## src/rtl/ml605_pcie_reset_seq_pkg.sv

```systemverilog
// Shared types and constants for the PCIe reset / PERST# sequencer.
package ml605_pcie_reset_seq_pkg;

  localparam int RETRY_W = 8;

  typedef enum logic [2:0] {
    CH_IDLE,
    CH_PERST,
    CH_TRAIN,
    CH_UP,
    CH_FAIL
  } ch_state_e;

  typedef enum logic {
    S_RST,
    S_RUN
  } top_state_e;

  // Bits needed to encode values 0..value-1.
  function automatic int clog2(input int value);
    int r;
    int v;
    r = 0;
    v = value - 1;
    while (v > 0) begin
      r++;
      v = v >> 1;
    end
    return r;
  endfunction

endpackage

```

## src/rtl/ml605_pcie_reset_seq_ch.sv

```systemverilog
// One endpoint channel: PERST# pulse, link-training supervision, retry and recovery.
//
// state    | meaning
// ---------+--------------------------------------------------------------
// CH_IDLE  | system still in reset, PERST# low, waiting for run
// CH_PERST | PERST# held low for PERST_CYCLES
// CH_TRAIN | PERST# released, waiting for a stable link or the timeout
// CH_UP    | link stable, link_ok high; any link_up drop re-pulses PERST#
// CH_FAIL  | retries exhausted, PERST# low; left only by restart or RESET
module ml605_pcie_reset_seq_ch
  import ml605_pcie_reset_seq_pkg::*;
#(
  parameter int PERST_CYCLES  = 160,
  parameter int LINK_TIMEOUT  = 1000,
  parameter int STABLE_CYCLES = 4,
  parameter int MAX_RETRY     = 3,
  parameter int CNT_W         = 16
) (
  input  logic               CLK,
  input  logic               RESET,
  input  logic               run,
  input  logic               link_up,
  input  logic               restart,
  output logic               perst_n,
  output logic               link_ok,
  output logic               fail,
  output logic [RETRY_W-1:0] retry_cnt
);

  localparam int STAB_W = clog2(STABLE_CYCLES + 1);

  // Down-counter reload values: terminal count is zero.
  localparam logic [CNT_W-1:0]   PERST_LOAD   = CNT_W'(PERST_CYCLES - 1);
  localparam logic [CNT_W-1:0]   TIMEOUT_LOAD = CNT_W'(LINK_TIMEOUT - 1);
  localparam logic [STAB_W-1:0]  STAB_LAST    = STAB_W'(STABLE_CYCLES - 1);
  localparam logic [RETRY_W-1:0] RETRY_MAX    = RETRY_W'(MAX_RETRY);
  localparam logic [RETRY_W-1:0] RETRY_SAT    = '1;

  ch_state_e          state;
  logic [CNT_W-1:0]   cnt;
  logic [STAB_W-1:0]  stab;

  // Channel FSM with its timer, stability counter and registered outputs.
  always_ff @(posedge CLK) begin
    if (RESET) begin
      state     <= CH_IDLE;
      cnt       <= '0;
      stab      <= '0;
      perst_n   <= 1'b0;
      link_ok   <= 1'b0;
      fail      <= 1'b0;
      retry_cnt <= '0;
    end else if (restart && (state != CH_IDLE)) begin
      state     <= CH_PERST;
      cnt       <= PERST_LOAD;
      stab      <= '0;
      perst_n   <= 1'b0;
      link_ok   <= 1'b0;
      fail      <= 1'b0;
      retry_cnt <= '0;
    end else begin
      case (state)
        CH_IDLE: begin
          if (run) begin
            state <= CH_PERST;
            cnt   <= PERST_LOAD;
          end
        end
        CH_PERST: begin
          if (cnt == '0) begin
            state   <= CH_TRAIN;
            cnt     <= TIMEOUT_LOAD;
            // The edge that releases PERST# already samples link_up and counts it.
            stab    <= link_up ? STAB_W'(1) : '0;
            perst_n <= 1'b1;
          end else begin
            cnt <= cnt - CNT_W'(1);
          end
        end
        CH_TRAIN: begin
          if (link_up && (stab >= STAB_LAST)) begin
            state   <= CH_UP;
            link_ok <= 1'b1;
          end else if (cnt == '0) begin
            perst_n <= 1'b0;
            stab    <= '0;
            if (retry_cnt < RETRY_MAX) begin
              state     <= CH_PERST;
              cnt       <= PERST_LOAD;
              retry_cnt <= (retry_cnt == RETRY_SAT) ? retry_cnt : retry_cnt + RETRY_W'(1);
            end else begin
              state <= CH_FAIL;
              fail  <= 1'b1;
            end
          end else begin
            cnt  <= cnt - CNT_W'(1);
            stab <= link_up ? stab + STAB_W'(1) : '0;
          end
        end
        CH_UP: begin
          if (!link_up) begin
            state     <= CH_PERST;
            cnt       <= PERST_LOAD;
            stab      <= '0;
            perst_n   <= 1'b0;
            link_ok   <= 1'b0;
            retry_cnt <= '0;
          end
        end
        CH_FAIL: begin
          perst_n <= 1'b0;
          fail    <= 1'b1;
        end
        default: begin
          state   <= CH_IDLE;
          perst_n <= 1'b0;
          link_ok <= 1'b0;
          fail    <= 1'b0;
        end
      endcase
    end
  end

endmodule

```

## src/rtl/ml605_pcie_reset_seq.sv

```systemverilog
// Board-level reset and PERST# sequencer for NUM_EP PCIe endpoint channels.
//
// state | meaning
// ------+------------------------------------------------------------
// S_RST | sys_rst_out high, counting SYS_RST_CYCLES after RESET drops
// S_RUN | sys_rst_out low, channels released; terminal until RESET
module ml605_pcie_reset_seq
  import ml605_pcie_reset_seq_pkg::*;
#(
  parameter int NUM_EP         = 1,
  parameter int SYS_RST_CYCLES = 16,
  parameter int PERST_CYCLES   = 160,
  parameter int LINK_TIMEOUT   = 1000,
  parameter int STABLE_CYCLES  = 4,
  parameter int MAX_RETRY      = 3,
  parameter int CNT_W          = 16
) (
  input  logic                      CLK,
  input  logic                      RESET,
  input  logic [NUM_EP-1:0]         link_up,
  input  logic [NUM_EP-1:0]         restart,
  output logic                      sys_rst_out,
  output logic [NUM_EP-1:0]         perst_n,
  output logic [NUM_EP-1:0]         link_ok,
  output logic [NUM_EP-1:0]         fail,
  output logic                      all_up,
  output logic [NUM_EP*RETRY_W-1:0] retry_cnt
);

  localparam logic [CNT_W-1:0] SYS_LOAD = CNT_W'(SYS_RST_CYCLES);

  top_state_e       top_state;
  logic [CNT_W-1:0] sys_cnt;
  logic             run;

  assign run = (top_state == S_RUN);

  // System reset stretcher: holds sys_rst_out for SYS_RST_CYCLES edges.
  always_ff @(posedge CLK) begin
    if (RESET) begin
      top_state   <= S_RST;
      sys_cnt     <= SYS_LOAD;
      sys_rst_out <= 1'b1;
    end else begin
      case (top_state)
        S_RST: begin
          if (sys_cnt == '0) begin
            top_state   <= S_RUN;
            sys_rst_out <= 1'b0;
          end else begin
            sys_cnt <= sys_cnt - CNT_W'(1);
          end
        end
        S_RUN: begin
          sys_rst_out <= 1'b0;
        end
      endcase
    end
  end

  // Registered summary of every channel being up.
  always_ff @(posedge CLK) begin
    if (RESET) begin
      all_up <= 1'b0;
    end else begin
      all_up <= &link_ok;
    end
  end

  for (genvar i = 0; i < NUM_EP; i++) begin : g_ch
    ml605_pcie_reset_seq_ch #(
      .PERST_CYCLES  (PERST_CYCLES),
      .LINK_TIMEOUT  (LINK_TIMEOUT),
      .STABLE_CYCLES (STABLE_CYCLES),
      .MAX_RETRY     (MAX_RETRY),
      .CNT_W         (CNT_W)
    ) u_ch (
      .CLK       (CLK),
      .RESET     (RESET),
      .run       (run),
      .link_up   (link_up[i]),
      .restart   (restart[i]),
      .perst_n   (perst_n[i]),
      .link_ok   (link_ok[i]),
      .fail      (fail[i]),
      .retry_cnt (retry_cnt[RETRY_W*i +: RETRY_W])
    );
  end

endmodule

```

## config.mk

```make
export PLATFORM = sky130hd
export DESIGN_NAME = ml605_pcie_reset_seq
export DESIGN_NICKNAME = d
export VERILOG_FILES = /design/src/rtl/ml605_pcie_reset_seq_pkg.sv /design/src/rtl/ml605_pcie_reset_seq_ch.sv /design/src/rtl/ml605_pcie_reset_seq.sv
export SDC_FILE = /design/constraint.sdc
export NUM_CORES = 1
export LEC_CHECK = 0
export BUFFER_PORTS_ARGS = -buffer_cell sky130_fd_sc_hd__buf_2
export CORE_ASPECT_RATIO = 1.1
export CORE_MARGIN = 2
export CORE_UTILIZATION = 43
export CTS_CLUSTER_SIZE = 25
export DETAILED_ROUTE_END_ITERATION = 16
export PLACE_DENSITY_LB_ADDON = 0.25
export REMOVE_ABC_BUFFERS = 1
export SYNTH_ARGS = -nofsm -noshare
export SYNTH_HDL_FRONTEND = slang
export SYNTH_SLANG_ARGS = --single-unit
```

## constraint.sdc

```tcl
create_clock -name CLK -period 3.6 [get_ports CLK]
set_input_delay 0.54 -clock CLK [delete_from_list [all_inputs] [get_ports CLK]]
set_output_delay 0.54 -clock CLK [all_outputs]
set_load 0.03 [all_outputs]
```

==> flow_summary.toml <==
[run_status]
status = "complete, no violations"

[clocking]
numClockSinks = 52
ctsResizeCount = 0
insertion_delay_ns = 0.31
cts_buffers = 5
post_cts.repair.setup_buffers = 0
path_clk_slew_ns = 0.10
cts_tree = "built"
cts_root_buffer = "clkbuf_8"
htreeDepth = 2
cts.hold.buffers_added = 0
cts_buffer_depth = 2

[pwr]
p_leak_nw = 1.12
fin_total_pwr_mw = 2.38
vdd_drop_max_v = 0.000322
pwr_density_cell_nw_per_um2 = 806

[sta]
max_freq_ghz = 0.403
report.final.setup_viol = 0
setup_tns_ns = 0
hold_viol = 0
worst_pin_slew_ns = 0.839
finalCritPeriodShare = 0.690
fin_skew_ns = 0.00928
maxSlewHeadroom = 0.439
drv_slew = 0
rsz0062_at_grt = "no"
period_minus_slack_ns = 2.48
setup_slack_ns = 1.12

[global_routing]
track_usage = 0.191
antenna_found_initial = 0
grt_pass1_wl_mm = 10.7
overflow = 0
met1_usage = 0.247
grt.busiest_layer = "met2"
met2_usage = 0.311
grt_max_degree = 25
met3_usage = 0.0412
grt_pass1_vias = 2288

[logic_synthesis]
synth_area_um2 = 2750
synth_top_family_by_area = "simple AND/OR/NAND/NOR gates"
muxShareOfSynthArea = 0.00729
synth_enable_flop_cells = 0
synthFlopType = "dfxtp_1"
synth_compound_area_frac = 0.205
syn_inst = 339
synth-simple-area-share = 0.296
post_synth_fa_ha_maj_area_fraction = 0.0228
ys_seq_elements = 52
ys_seq_area_frac = 0.379
netlist_top_cells_count = "52 x dfxtp_1, 33 x nor2_1, 27 x a21oi_1"
async_reset_ff_frac = 0
avgSynthCellArea_um2 = 8.11
yosys.area.top_type = "dfxtp_1"
synth.top_cell.area_share = 0.379
synthTopCellsByArea = "dfxtp_1 38%, a21oi_1 4.9%, nor2_1 4.5%"
synthXorXnorAreaFrac = 0.0414
yosysWarnings = 0
yosysMostFrequentCell = "dfxtp_1"
synth.distinct_cells = 49

[critical_path]
r2r_cells = 7
arrival_ns = 2.71
crit_path_end_kind = "flip-flop"
reg2reg_to = "g_ch[0].u_ch.cnt[1]"
rrSetupSlack_ns = 1.12
max_stage_delay_ns = 0.55
cp_slowest_cell = "and4_1"
worstSetupPathType = "flip-flop to flip-flop"
cp-start-kind = "flip-flop"
critPathRequiredTime_ns = 3.82
cp_top_family = "simple AND/OR/NAND/NOR gates"
worst-path-max-fanout = 14
cp.buffers_inverters = 1
path_cells = "inv_1, ha_1, nor4b_1, and4_1, a21o_1, nor3_1, a311oi_1"
worstReg2RegStart = "g_ch[0].u_ch.cnt[0]"

[hold_path]
hp-class = "flip-flop to flip-flop"
min_path_cells = 2
min_from = "sys_rst_out"
min_to = "sys_rst_out"

[detailed_routing]
dr_total_vias = 2419
drt_drc_violations_left = 0
first_pass_iters = 4
drtIter0Drc = 105
ant_nets = 0
totalWireLength_mm = 6.08
wl_per_cell_um = 14.3
avgViaCountPerCell = 5.69

[cells_and_area]
fill_cells = 607
layout.cells.non_filler = 425
ff_latch_area_um2 = 1040
synthToLayoutAreaGrowth_pct = 7.56
drive_gt1_frac = 0.101
antenna_cells = 0
multi_input_area_um2 = 1570
final_nets = 353

[place]
dp.cells = 417
port_buffers = 16
place_ws_ns = 1.22
hpwl_mm = 4.15
gp_congestion = 0.850

[flow_run]
drv_cap = 0

[floorplan]
fp.dieArea_um2 = 7050
num_rows = 30
die-height_um = 87.8
start_util = 0.444
ios = 17
die_w_um = 80.2
core_area_um2 = 6190
[through the flow]
step | instance area, µm² | util | hold WS [ns]
3_3_place_gp | 2850 | 0.460 | 0.444
2_1_floorplan | 2650 | - | 0.455
5_1_grt | 2960 | 0.477 | 0.494
6_report | 2960 | 0.477 | 0.455
4_1_cts | 2960 | 0.477 | 0.460
3_5_place_dp | 2850 | 0.460 | 0.444
[flip-flops by register name (all words and copies together), names as in the netlist]
register and flops:
all_up 1, g_ch.u_ch.cnt 16, g_ch.u_ch.fail 1, g_ch.u_ch.link_ok 1, g_ch.u_ch.perst_n 1, g_ch.u_ch.retry_cnt 8, g_ch.u_ch.stab 3, g_ch.u_ch.state 3
run 1, sys_cnt 16, sys_rst_out 1
[power by group]
part	switching (mW)	internal, mW	leakage [nW]	total, mW
Combinational	0.717	0.447	0.642	1.16
Clock	0.197	0.207	0.0552	0.404
Sequential	0.138	0.676	0.422	0.814
Total	1.05	1.33	1.12	2.38
[routing by layer]
metal	wire length [µm]	vias to the layer above
li1	-	1259
met1	2870	1103
met2	2850	51
met3	269	6
met4	87	0
met5	0	-
[cell families (layout without fill, tap and decap cells)]
logic type / count (synthesis) / after routing
simple gates: 150 / 150
fa+ha+maj: 5 / 5
flops: 52 / 52
xor+xnor: 13 / 13
mux: 2 / 2
compound gates: 87 / 87
buf+inv: 30 / 36
[area by class of cell]
| class | instances | share of cell area |
|---|---|---|
| clock buffer | 6 | 0.0246 |
| clock inverter | 2 | 0.0119 |
| inverter | 10 | 0.0127 |
| multi-input combinational | 257 | 0.533 |
| sequential | 52 | 0.352 |
| tap | 80 | 0.0339 |
| timing repair buffer | 18 | 0.0322 |
[worst min-delay path: cells and delay by family, from the launching register on]
| family | cells | cell delay, ns |
|---|---|---|
| and+or+nand+nor | 2 | 0.09 |
| DFF | 1 | 0.33 |
[worst max-delay path by stage]
stage	start	endpoint	slack (ns)	cells after the start
2_1_floorplan	g_ch[0].u_ch.stab[0]	g_ch[0].u_ch.cnt[11]	1.23	7
3_3_place_gp	g_ch[0].u_ch.stab[0]	g_ch[0].u_ch.cnt[7]	1.25	7
3_5_place_dp	g_ch[0].u_ch.stab[0]	g_ch[0].u_ch.cnt[7]	1.22	7
4_1_cts	g_ch[0].u_ch.cnt[0]	g_ch[0].u_ch.cnt[1]	1.15	7
5_1_grt	g_ch[0].u_ch.cnt[0]	g_ch[0].u_ch.cnt[1]	0.92	7
6_report	g_ch[0].u_ch.cnt[0]	g_ch[0].u_ch.cnt[1]	1.12	7
[layout by cell type (no fill, tap or decap), drive strengths merged, types with 5 or more instances in the layout]
cell type,netlist,routed
nor2,33,33
nand2b,5,5
o21a,5,5
buf,6,18
nor4,15,15
xnor2,11,11
inv,10,10
o31ai,5,5
or3,8,8
nand3,10,10
nor3,21,21
and2,7,7
or4,5,5
ha,5,5
nor2b,5,5
dfxtp,52,52
a21oi,27,27
o21ai,18,18
clkbuf,14,6
a31oi,5,5
nor3b,5,5
nand2,25,25
Power figures use the tool's default switching activity.
